File: src/rtl/wb_conbus_rr.sv
// Shared-bus Wishbone interconnect: N masters, M slaves, round-robin arbitration,
// masked upper-address decode, unmapped-address error and stalled-slave watchdog.
module wb_conbus_rr #(
  parameter int N_MASTERS   = 5,
  parameter int N_SLAVES    = 6,
  parameter int DECODE_BITS = 3,
  parameter logic [N_SLAVES*DECODE_BITS-1:0] S_ADDR = '0,
  parameter logic [N_SLAVES*DECODE_BITS-1:0] S_MASK = '1,
  parameter int TIMEOUT     = 255
) (
  input  logic                      sys_clk,
  input  logic                      sys_rst_n,
  input  logic [32*N_MASTERS-1:0]   m_adr_i,
  input  logic [32*N_MASTERS-1:0]   m_dat_i,
  output logic [31:0]               m_dat_o,
  input  logic [3*N_MASTERS-1:0]    m_cti_i,
  input  logic [4*N_MASTERS-1:0]    m_sel_i,
  input  logic [N_MASTERS-1:0]      m_we_i,
  input  logic [N_MASTERS-1:0]      m_cyc_i,
  input  logic [N_MASTERS-1:0]      m_stb_i,
  output logic [N_MASTERS-1:0]      m_ack_o,
  output logic [N_MASTERS-1:0]      m_err_o,
  output logic [31:0]               s_adr_o,
  output logic [31:0]               s_dat_o,
  output logic [2:0]                s_cti_o,
  output logic [3:0]                s_sel_o,
  output logic                      s_we_o,
  input  logic [32*N_SLAVES-1:0]    s_dat_i,
  output logic [N_SLAVES-1:0]       s_cyc_o,
  output logic [N_SLAVES-1:0]       s_stb_o,
  input  logic [N_SLAVES-1:0]       s_ack_i,
  output logic [N_MASTERS-1:0]      grant_o
);

  localparam int MW = (N_MASTERS > 1) ? $clog2(N_MASTERS) : 1;

  typedef enum logic {IDLE, OWNED} state_e;

  state_e               state_q;
  logic [N_MASTERS-1:0] grant_q;
  logic [MW-1:0]        last_q;
  logic [MW-1:0]        nxt_idx;
  logic                 nxt_vld;

  logic [31:0]          g_adr, g_dat;
  logic [2:0]           g_cti;
  logic [3:0]           g_sel;
  logic                 g_we, g_cyc, g_stb;

  logic [DECODE_BITS-1:0] adr_hi;
  logic [N_SLAVES-1:0]  hit;
  logic                 mapped;
  logic                 sel_ack;

  logic [7:0]           cnt_q, cnt_d;
  logic                 ue_q, ue_d, ue_done_q, ue_done_d;
  logic                 wd_fire, err_any;

  // First requester after the last grantee, cyclically; the lowest offset wins.
  always_comb begin
    int idx;
    idx     = 0;
    nxt_idx = last_q;
    nxt_vld = 1'b0;
    for (int k = N_MASTERS; k >= 1; k--) begin
      idx = (int'(last_q) + k) % N_MASTERS;
      if (m_cyc_i[idx]) begin
        nxt_idx = MW'(idx);
        nxt_vld = 1'b1;
      end
    end
  end

  always_ff @(posedge sys_clk) begin
    if (!sys_rst_n) begin
      state_q <= IDLE;
      grant_q <= '0;
      last_q  <= MW'(N_MASTERS - 1);
    end else begin
      case (state_q)
        IDLE: if (nxt_vld) begin
          state_q <= OWNED;
          grant_q <= N_MASTERS'(1) << nxt_idx;
          last_q  <= nxt_idx;
        end
        OWNED: if (!g_cyc) begin
          if (nxt_vld) begin
            grant_q <= N_MASTERS'(1) << nxt_idx;
            last_q  <= nxt_idx;
          end else begin
            state_q <= IDLE;
            grant_q <= '0;
          end
        end
        default: begin
          state_q <= IDLE;
          grant_q <= '0;
        end
      endcase
    end
  end

  assign grant_o = grant_q;

  always_comb begin
    g_adr = '0;
    g_dat = '0;
    g_cti = '0;
    g_sel = '0;
    g_we  = 1'b0;
    g_cyc = 1'b0;
    g_stb = 1'b0;
    for (int i = 0; i < N_MASTERS; i++) begin
      if (grant_q[i]) begin
        g_adr = g_adr | m_adr_i[32*i +: 32];
        g_dat = g_dat | m_dat_i[32*i +: 32];
        g_cti = g_cti | m_cti_i[3*i +: 3];
        g_sel = g_sel | m_sel_i[4*i +: 4];
        g_we  = g_we  | m_we_i[i];
        g_cyc = g_cyc | m_cyc_i[i];
        g_stb = g_stb | m_stb_i[i];
      end
    end
  end

  assign s_adr_o = g_adr;
  assign s_dat_o = g_dat;
  assign s_cti_o = g_cti;
  assign s_sel_o = g_sel;
  assign s_we_o  = g_we;
  assign adr_hi  = g_adr[31 -: DECODE_BITS];

  always_comb begin
    hit    = '0;
    mapped = 1'b0;
    for (int j = 0; j < N_SLAVES; j++) begin
      if (!mapped && ((adr_hi & S_MASK[j*DECODE_BITS +: DECODE_BITS]) ==
                      (S_ADDR[j*DECODE_BITS +: DECODE_BITS] & S_MASK[j*DECODE_BITS +: DECODE_BITS]))) begin
        hit[j] = 1'b1;
        mapped = 1'b1;
      end
    end
  end

  always_comb begin
    m_dat_o = '0;
    for (int j = 0; j < N_SLAVES; j++)
      if (hit[j]) m_dat_o = s_dat_i[32*j +: 32];
  end

  assign sel_ack = |(s_ack_i & hit);
  assign wd_fire = (TIMEOUT != 0) && g_cyc && g_stb && (cnt_q == 8'(TIMEOUT));
  // Ack always beats a pending error so the two are never seen together.
  assign err_any = (ue_q | wd_fire) & ~sel_ack;

  assign s_cyc_o = {N_SLAVES{g_cyc}} & hit;
  assign s_stb_o = {N_SLAVES{g_stb & ~wd_fire}} & hit;
  assign m_ack_o = {N_MASTERS{sel_ack}} & grant_q;
  assign m_err_o = {N_MASTERS{err_any}} & grant_q;

  // ue_done holds off repeat errors until the strobe has dropped for a cycle.
  assign ue_d      = g_cyc & g_stb & ~mapped & ~ue_q & ~ue_done_q;
  assign ue_done_d = (g_cyc & g_stb) ? (ue_done_q | ue_q) : 1'b0;
  assign cnt_d     = (sel_ack | err_any | wd_fire | ~(g_cyc & g_stb)) ? 8'd0 : cnt_q + 8'd1;

  always_ff @(posedge sys_clk) begin
    if (!sys_rst_n) begin
      cnt_q     <= '0;
      ue_q      <= 1'b0;
      ue_done_q <= 1'b0;
    end else begin
      cnt_q     <= cnt_d;
      ue_q      <= ue_d;
      ue_done_q <= ue_done_d;
    end
  end

endmodule

File: config.mk
export PLATFORM = sky130hd
export DESIGN_NAME = wb_conbus_rr
export DESIGN_NICKNAME = d
export VERILOG_FILES = /design/src/rtl/wb_conbus_rr.sv
export SDC_FILE = /design/constraint.sdc
export NUM_CORES = 1
export LEC_CHECK = 0
export BUFFER_PORTS_ARGS = -buffer_cell sky130_fd_sc_hd__buf_2
export CORE_AREA = 2 2 272 274
export CTS_CLUSTER_SIZE = 10
export DETAILED_ROUTE_END_ITERATION = 12
export DIE_AREA = 0 0 274 276
export PLACE_DENSITY_LB_ADDON = 0.05
export SLEW_MARGIN = 10
export SYNTH_ARGS = -nofsm -noshare
export SYNTH_HDL_FRONTEND = slang
export SYNTH_SLANG_ARGS = --single-unit
File: constraint.sdc
create_clock -name sys_clk -period 4.71 [get_ports sys_clk]
set_input_delay 0.7065 -clock sys_clk [delete_from_list [all_inputs] [get_ports sys_clk]]
set_output_delay 0.7065 -clock sys_clk [all_outputs]
set_load 0.005 [all_outputs]
======== Yosys cells after proc, flatten, opt, wreduce, memory -nomap -nowiden ========
Cells that the tools add are included.
storage, ports and cells
  register bits ........................... 19
  bits of input ports ..................... 570
  output and inout bits ................... 131
  logic and storage cells ................. 182
operators by class
  $add $sub $neg .......................... 6
  div/mod/pow operators ................... 5
  order comparisons ....................... 5
  equality and inequality tests ........... 3
  shifts and indexed selects .............. 1
  multiplexer cells ....................... 87
  bitwise operators ....................... 52
  reduce and logical (&&, ||, !) cells .... 17
operators with widths
  kind                                                         count
  2-to-1 mux 32 bit                                            16
  bitwise OR 32 bit                                            8
  less-than comparator 32 x 5 -> 1 bit, second input constant  5
  modulo 32 x 4 -> 32 bit, second input constant               5
  2-to-1 mux 1 bit                                             43
  2-to-1 mux 3 bit                                             12
  2-to-1 mux 4 bit                                             5
  bitwise AND 6 bit                                            3
  bitwise OR 1 bit                                             17
  bitwise OR 4 bit                                             4
  binary-select mux 1 bit (select 3 bit)                       5
  2-to-1 mux 5 bit                                             3
  bitwise OR 3 bit                                             4
  bitwise AND 5 bit                                            2
  case mux 5 bit (2 select lines)                              1
  adder 3 x 2 -> 4 bit, second input constant                  2
  adder 3 x 3 -> 4 bit, second input constant                  2
  adder 8 x 1 -> 8 bit, second input constant                  1
  equality test 8 bit, second input constant                   1
  NOT 1 bit                                                    8
  logical AND 1 bit                                            7
  bitwise AND 1 bit                                            6
  case mux 3 bit (2 select lines)                              1
  OR reduction 6 bit                                           1
  other kinds (8)                                              14

======== Logic depth before layout (Yosys ltp) ========
Gate-level depths: netlist of the first run.
  depth after elaboration ................. 34
  depth in mapped cells ................... 18

======== Least setup slack after synthesis of the first run ========
OpenSTA, ideal clock, no wires.
  kind .................................... reg-to-reg
  start point ............................. register last_q[0]
  end point ............................... register grant_q[0], in the netlist grant_o[0]
  arrival ................................. 4.502 ns
  data required time ...................... 4.609 ns
  slack ................................... 0.107 ns
  cell stages (with the launch flop) ...... 19
  buffers on the path ..................... 2
  clock period less this slack ............ 4.603 ns
  cells stage by stage .................... dfxtp_1 > buf_2 > clkinv_1 > buf_1 > ha_1 > ha_1 > o31ai_1 > o31ai_2 > xnor2_2 > ha_1 > nand2b_1 > nor3b_1 > a311oi_4 > o221ai_1 > a21o_1 > a311o_1 > and4_1 > or2_0 > o41ai_1
between the ends
  word-level cells in the longest chain between the ends .. 14
  elaborated cells on any way between the ends .. 42
  those cells by class .................... add/sub: 5; div: 5; eq/ne: 1; shift: 1; mux: 29; reduce/logical: 1
RTL lines
  what                                                 RTL line  source
  from (decl)                                          41        logic [MW-1:0] last_q;
  from (signal assigned)                               78        last_q <= MW'(N_MASTERS - 1);
  from (signal assigned)                               84        last_q <= nxt_idx;
  from (signal assigned)                               89        last_q <= nxt_idx;
  adder 3 x 3 -> 4 bit                                 66        idx = (int'(last_q) + k) % N_MASTERS;
  modulo 32 x 4 -> 32 bit                              66
  binary-select mux 1 bit (select 3 bit)               67        if (m_cyc_i[idx]) begin
  2-to-1 mux 1 bit (not written as such) (2 in a row)  67
  2-to-1 mux 3 bit (5 in a row)                        67
  << shifter 1 x 3 -> 5 bit                            83, 88
  2-to-1 mux 5 bit                                     87        if (nxt_vld) begin
  2-to-1 mux 5 bit                                     86        OWNED: if (!g_cyc) begin
  case mux 5 bit (2 select lines)                      80        case (state_q)
  to (signal assigned)                                 83        grant_q <= N_MASTERS'(1) << nxt_idx;
  to (signal assigned)                                 88        grant_q <= N_MASTERS'(1) << nxt_idx;
  to (decl)                                            40        logic [N_MASTERS-1:0] grant_q;
Several ways; a longest one is shown, not always the timed one. The select of a mux whose other input is x is not followed.
A chain may end at the register's enable or synchronous reset.

======== Worst setup path after layout of the first run ========
Ends and elaborated chain as after synthesis.

==> impl_metrics.tcl, run 1 <==
set metrics [dict create \
    grt_usage_pct 12.6 \
    synth_edf_count 0 \
    post_cts_buffers 0 \
    cts.sinks 19 \
    grt_max_degree 39 \
    vias 8019 \
    hold-worst-slack_ps 413 \
    tritoncts "yes" \
    antenna_left 0 \
    clkPwrFrac_pct 3.5 \
    synth-simple-area-share_pct 25.2 \
    cellPowerDensity_nw_per_um2 570 \
    port_buffers 525 \
    critPathMaxStageDelay_ps 430 \
    hold_path_class "flip-flop to flip-flop" \
    post-route-drc-count 0 \
    cts_buffers 3 \
    clk_pin_slew_ps 60 \
    dr.pass1.iters 10 \
    slew_violations 0 \
    ir_worst_vdd_v 0.000197 \
    start_kind "flip-flop" \
    crit_top_cell "ha_1" \
    nets 1792 \
    switching_share_pct 56.9 \
    rows 99 \
    die_w_um 274 \
    synth.avg_cell_area_um2 7.09 \
    drive_gt1_share_pct 50.2 \
    clockRootBuffer "clkbuf_16" \
    cap_viol_max_count 0 \
    yosys_warnings 0 \
    cts_buffer_depth 2 \
    critical-path-top-delay-family "compound AO/OA/AOI/OAI gates" \
    grt_pass1_wl_um 66800 \
    cp.arrival_ps 4510 \
    intPower_mw 2.19 \
    drt-total-wl_um 50300 \
    async_flop_share_pct 0 \
    fin_crit_sh_pct 92.7 \
    dieHeight_um 276 \
    antenna_found_initial 12 \
    p_leak_nw 4.40 \
    worst_slew_pin_slew_ps 736 \
    drt_iter0_drc 701 \
    end_kind "flip-flop" \
    synthMuxAreaShare_pct 3.19 \
    synthFlopType "dfxtp_1" \
    outcome "complete, no violations" \
    worstPathRequired_ps 4850 \
    syn_area_um2 4900 \
    ys_seq_elements 19 \
    synth_compound_area_share_pct 46.6 \
    grt_overflow 0 \
    synthAdderAreaFrac_pct 5.87 \
    synth_top_family_by_area "compound AO/OA/AOI/OAI gates" \
    finalSetupTns_ps 0 \
    via_per_inst 3.71 \
    fmax_ghz 0.229 \
    rsz0062_at_grt "false" \
    clk-insertion-delay-late_ps 250 \
    path_class "flip-flop to flip-flop" \
    pin_count 701 \
    power_frac_seq_pct 5.5 \
    htree_num_levels 1 \
    rrSetupSlack_ps 340 \
    min_period_ps 4370 \
    p_sw_mw 2.89 \
    finalSetupViolCount 0 \
    yosys.area_share.xor_xnor_pct 2.99 \
    hold_viol_final 0 \
    fp.coreArea_um2 72600 \
    crit_chain "clkinv_1 > ha_1 > ha_1 > o31ai_1 > o31ai_2 > xnor2_2 > ha_1 > nand2b_1 > nor3b_1 > a311oi_4 > o221ai_1 > a21o_1 > a311o_1 > and4_1 > or2_0 > o41ai_1" \
    critical_path_buf_inv_count 1 \
    slew_headroom_pct 50.3 \
    dp_hpwl_um 42900 \
    crit_slowest_cell "dfxtp_1" \
    gp_congestion 0.819 \
    first_global_vias 8114 \
    fin_skew_ps 1.35 \
    ys_seq_area_share_pct 7.77 \
    combPwrFrac_pct 91.0 \
    yosysUniqueCellTypes 78 \
    initial_core_util_pct 6.75 \
    avgRoutedWirePerCell_um 23.2 \
    die-area_um2 75600 \
    syn_inst 691 \
    area_growth_pct 81.7 \
    cp_max_fo 5 \
]
==> sequential cells by signal, summed over array words and instances (netlist names) <==
register	cells
grant_o	5
last_q	3
ue_q	1
state_q	1
ue_done_q	1
cnt_q	8
==> worst paths after layout <==
check,endpoint,startpoint,cells past startpoint
max reg2reg,grant_o[0]$_SDFFE_PN0P_,last_q[0]$_SDFFE_PN0P_,16
min,ue_q$_SDFF_PN0_,ue_done_q$_SDFF_PN0_,1
min reg2reg,ue_q$_SDFF_PN0_,ue_done_q$_SDFF_PN0_,1
max,grant_o[0]$_SDFFE_PN0P_,last_q[0]$_SDFFE_PN0P_,16
==> area by class of cell <==
cell class	count	area, µm²
fill	8596	63700
antenna	6	15.0
multi-input combinational	585	4170
tap	959	1200
timing repair buffer	567	2960
sequential	19	400
clock buffer	4	78.8
inverter	23	86.3
==> per-layer routing <==
layer / up-vias / wire length (µm) / global-route usage [%]
li1: 3776 / - / -
met1: 3852 / 20600 / 15.4
met2: 362 / 24800 / 21.9
met3: 27 / 4170 / 3.75
met4: 2 / 714 / 2.09
met5: - / 13 / 0
==> cells by family (layout without fill, tap and decap cells) <==
kind of cell,after synthesis,count (layout)
compound gates,273,273
simple gates,250,250
buf+inv,96,594
fa+ha+maj,23,23
flops,19,19
xor+xnor,15,15
mux,14,14
other cells,1,16
==> power by group through the flow <==
stage          logic [mW]  clock network, mW  registers (mW)
4_1_cts              4.66              0.192           0.280
3_3_place_gp         4.73                  0           0.286
6_report             4.62              0.179           0.277
5_1_grt              5.13              0.203           0.284
2_1_floorplan        2.73                  0           0.223
3_5_place_dp         4.63                  0           0.285
==> timing repair <==
item | in CTS | in global routing
hold buffers | 0 | 0
endpoints found under the setup margin | 0 | 3
gates resized for setup | 0 | 4
endpoints found under the hold margin | 0 | 0
==> cells in the final DEF, fill, tap and decap left out, drive strengths merged, types with 5 or more instances in the layout <==
master  netlist  layout
o41ai         5       5
dfxtp        19      19
o211ai        5       5
nor3b         5       5
and2         39      39
nor2         31      31
ha           23      23
nor3         12      12
o211a         5       5
mux2i        10      10
o31ai         7       7
xnor2        11      11
inv          22      22
nand3        15      15
nand2        98      98
a211oi       15      15
nand2b       15      15
and3         14      14
o21ai        15      15
conb          1      10
diode         0       6
buf          27     567
a211o         5       5
a21oi        21      21
a222oi       75      75
a22oi        76      76
==> cells in the mapped netlist, drive strengths merged, types with 7 or more instances <==
master / instances / share of area, %
and3: 14 / 1.8
ha: 23 / 5.9
nor2: 31 / 2.4
a211oi: 15 / 2.9
o31ai: 7 / 1.2
mux2i: 10 / 2.0
nand2: 98 / 7.5
xnor2: 11 / 2.1
a222oi: 75 / 15
nand2b: 15 / 1.9
dfxtp: 19 / 7.8
a21oi: 21 / 2.2
inv: 22 / 1.7
buf: 27 / 3.0
a22oi: 76 / 12
nor3: 12 / 1.2
and2: 39 / 5.0
clkbuf: 46 / 3.5
o21ai: 15 / 1.5
nand3: 15 / 1.5
==> through the flow <==
| step | cell area [µm²] | worst slack (ps) | total power [mW] | instances | util, % |
|---|---|---|---|---|---|
| floorplan | 4930 | 107 | 2.95 | 700 | - |
| global placement | 8790 | 160 | 5.02 | 2153 | 12.1 |
| detailed placement | 8790 | 202 | 4.92 | 2153 | 12.1 |
| CTS | 8870 | 178 | 5.13 | 2157 | 12.2 |
| global route | 8900 | 1.32 | 5.61 | 2161 | 12.3 |
| finish | 8900 | 343 | 5.08 | 2163 | 12.3 |
(Power assumes the default switching activity.)
==> inputs of run 2 (changes only) <==
--- a/config.mk
+++ b/config.mk
@@ -5,11 +5,12 @@
 export SDC_FILE = /design/constraint.sdc
 export NUM_CORES = 1
 export LEC_CHECK = 0
-export BUFFER_PORTS_ARGS = -buffer_cell sky130_fd_sc_hd__buf_2
+export BUFFER_PORTS_ARGS = -buffer_cell sky130_fd_sc_hd__clkbuf_2
 export CORE_AREA = 2 2 272 274
 export CTS_CLUSTER_SIZE = 10
 export DETAILED_ROUTE_END_ITERATION = 12
 export DIE_AREA = 0 0 274 276
+export GPL_ROUTABILITY_DRIVEN = 0
 export PLACE_DENSITY_LB_ADDON = 0.05
 export SLEW_MARGIN = 10
 export SYNTH_ARGS = -nofsm -noshare
==> run 2 against run 1 <==
Against the previous run:
- clock skew about the same
- clock power about the same
- register-to-register slack about the same
- sequential power down 3%
- first-iteration DRC count up 6.4%
- total power about the same
- largest power group unchanged
- largest cell class unchanged
- sequential cell count unchanged
==> impl_metrics.tcl, run 2 (synthesis results as in run 1) <==
set metrics [dict create \
    avgRoutedWirePerCell_um 23.3 \
    start_kind "flip-flop" \
    fp.coreArea_um2 72600 \
    ctsResizeCount 0 \
    rsz0062_at_grt "false" \
    drt-total-wl_um 50500 \
    hold_path_class "flip-flop to flip-flop" \
    dieHeight_um 276 \
    end_kind "flip-flop" \
    cellPowerDensity_nw_per_um2 572 \
    worst_slew_pin_slew_ps 762 \
    grt_usage_pct 12.7 \
    r2r-end "grant_o[1]$_SDFFE_PN0P_" \
    reg2regPathDepth 16 \
    antenna_found_initial 1 \
    clk_pin_slew_ps 60 \
    outcome "complete, no violations" \
    rows 99 \
    drive_gt1_share_pct 50.0 \
    rrSetupSlack_ps 350 \
    antenna_left 0 \
    nets 1794 \
    min_period_ps 4360 \
    fin_skew_ps 1.62 \
    vias 7950 \
    via_per_inst 3.67 \
    finalSetupTns_ps 0 \
    clk-insertion-delay-late_ps 250 \
    tritoncts "yes" \
    grt_pass1_wl_um 67100 \
    post-route-drc-count 0 \
    initial_core_util_pct 6.75 \
    die-area_um2 75600 \
    die_w_um 274 \
    cts.sinks 19 \
    largest_register "cnt_q" \
    fin_area_um2 8890 \
    finalSetupViolCount 0 \
    htree_num_levels 1 \
    final_common_cell "clkbuf_2" \
    fin_util_pct 12.2 \
    largest_reg_flops 8 \
    rr_startpoint "last_q[0]$_SDFFE_PN0P_" \
    fmax_ghz 0.230 \
    cp_max_fo 5 \
    dp_hpwl_um 43200 \
    path_class "flip-flop to flip-flop" \
    hold_buffers 0 \
    cts_buffer_depth 2 \
    cp.arrival_ps 4490 \
    cts_buffers 3 \
    min_to "ue_q$_SDFF_PN0_" \
    area_growth_pct 81.4 \
    placedInstanceArea_um2 8790 \
    cap_viol_max_count 0 \
    p_leak_nw 4.42 \
    port_buffers 525 \
    dr.pass1.iters 9 \
    layout_common_cells "525 x clkbuf_2, 98 x nand2_1, 76 x a22oi_1, 75 x a222oi_1, 44 x buf_4" \
    post_cts_buffers 0 \
    pin_count 701 \
    grt_max_degree 40 \
    ir_worst_vdd_v 0.000206 \
    first_global_vias 8092 \
    min_path_cells 1 \
    hold_viol_final 0 \
    drt_iter0_drc 746 \
    clockRootBuffer "clkbuf_16" \
    slew_violations 0 \
    grt_overflow 0 \
    min_from "ue_done_q$_SDFF_PN0_" \
    worstPathRequired_ps 4850 \
    fin_crit_sh_pct 92.5 \
    slew_headroom_pct 49.2 \
]
run 2: report_power, final:
| part | switching (mW) | internal (mW) | total, mW |
|---|---|---|---|
| Clock | 0.0655 | 0.115 | 0.181 |
| Combinational | 2.76 | 1.87 | 4.63 |
| Sequential | 0.0736 | 0.196 | 0.269 |
run 2: routing by layer:
metal | GRT usage [%] | vias up | part of all wire [%]
li1 | - | 3778 | -
met2 | 22.6 | 353 | 50
met4 | 1.34 | 0 | 1.1
met3 | 4.06 | 12 | 8.6
met1 | 15.1 | 3807 | 40
met5 | 0 | - | 0
run 2: how the worst max path moves through the flow:
| stage | start | to | slack (ps) | depth (start not counted) |
|---|---|---|---|---|
| 2_1_floorplan | last_q[0]$_SDFFE_PN0P_ | grant_o[0]$_SDFFE_PN0P_ | 110 | 18 |
| 3_3_place_gp | last_q[0]$_SDFFE_PN0P_ | grant_o[0]$_SDFFE_PN0P_ | 130 | 16 |
| 3_5_place_dp | last_q[0]$_SDFFE_PN0P_ | grant_o[0]$_SDFFE_PN0P_ | 270 | 16 |
| 4_1_cts | last_q[0]$_SDFFE_PN0P_ | grant_o[0]$_SDFFE_PN0P_ | 240 | 16 |
| 5_1_grt | last_q[0]$_SDFFE_PN0P_ | grant_o[3]$_SDFFE_PN0P_ | 50 | 15 |
| 6_report | last_q[0]$_SDFFE_PN0P_ | grant_o[1]$_SDFFE_PN0P_ | 350 | 16 |
run 2: critical path, cell delays in order, from the launching register on:
cell and delay [ps]:
dfxtp_1 410, clkinv_1 110, ha_1 330, ha_1 250, o31ai_1 250, o31ai_2 140, xnor2_2 180, ha_1 210
nand2b_1 170, nor3b_1 170, a311oi_4 400, o221ai_1 220, a21o_1 240, a311o_1 350, and4_1 220, or2_0 260
o41ai_1 330
run 2: cell type report:
class | count | area, µm²
fillers | 8623 | 63700
multi-input cells | 585 | 4150
repair buffers | 569 | 2960
well taps | 959 | 1200
flip-flops and latches | 19 | 399
inverters | 23 | 86.3
clock buffers | 4 | 78.8
diodes | 5 | 12.5
run 2: through the flow:
stage	setup slack [ps]	hold WS (ps)	instances	power, mW
floorplan	107	401	700	2.95
global placement	127	410	2154	5.03
detailed placement	267	415	2154	4.93
CTS	238	423	2158	5.15
global route	48.4	433	2160	5.60
finish	354	417	2164	5.08
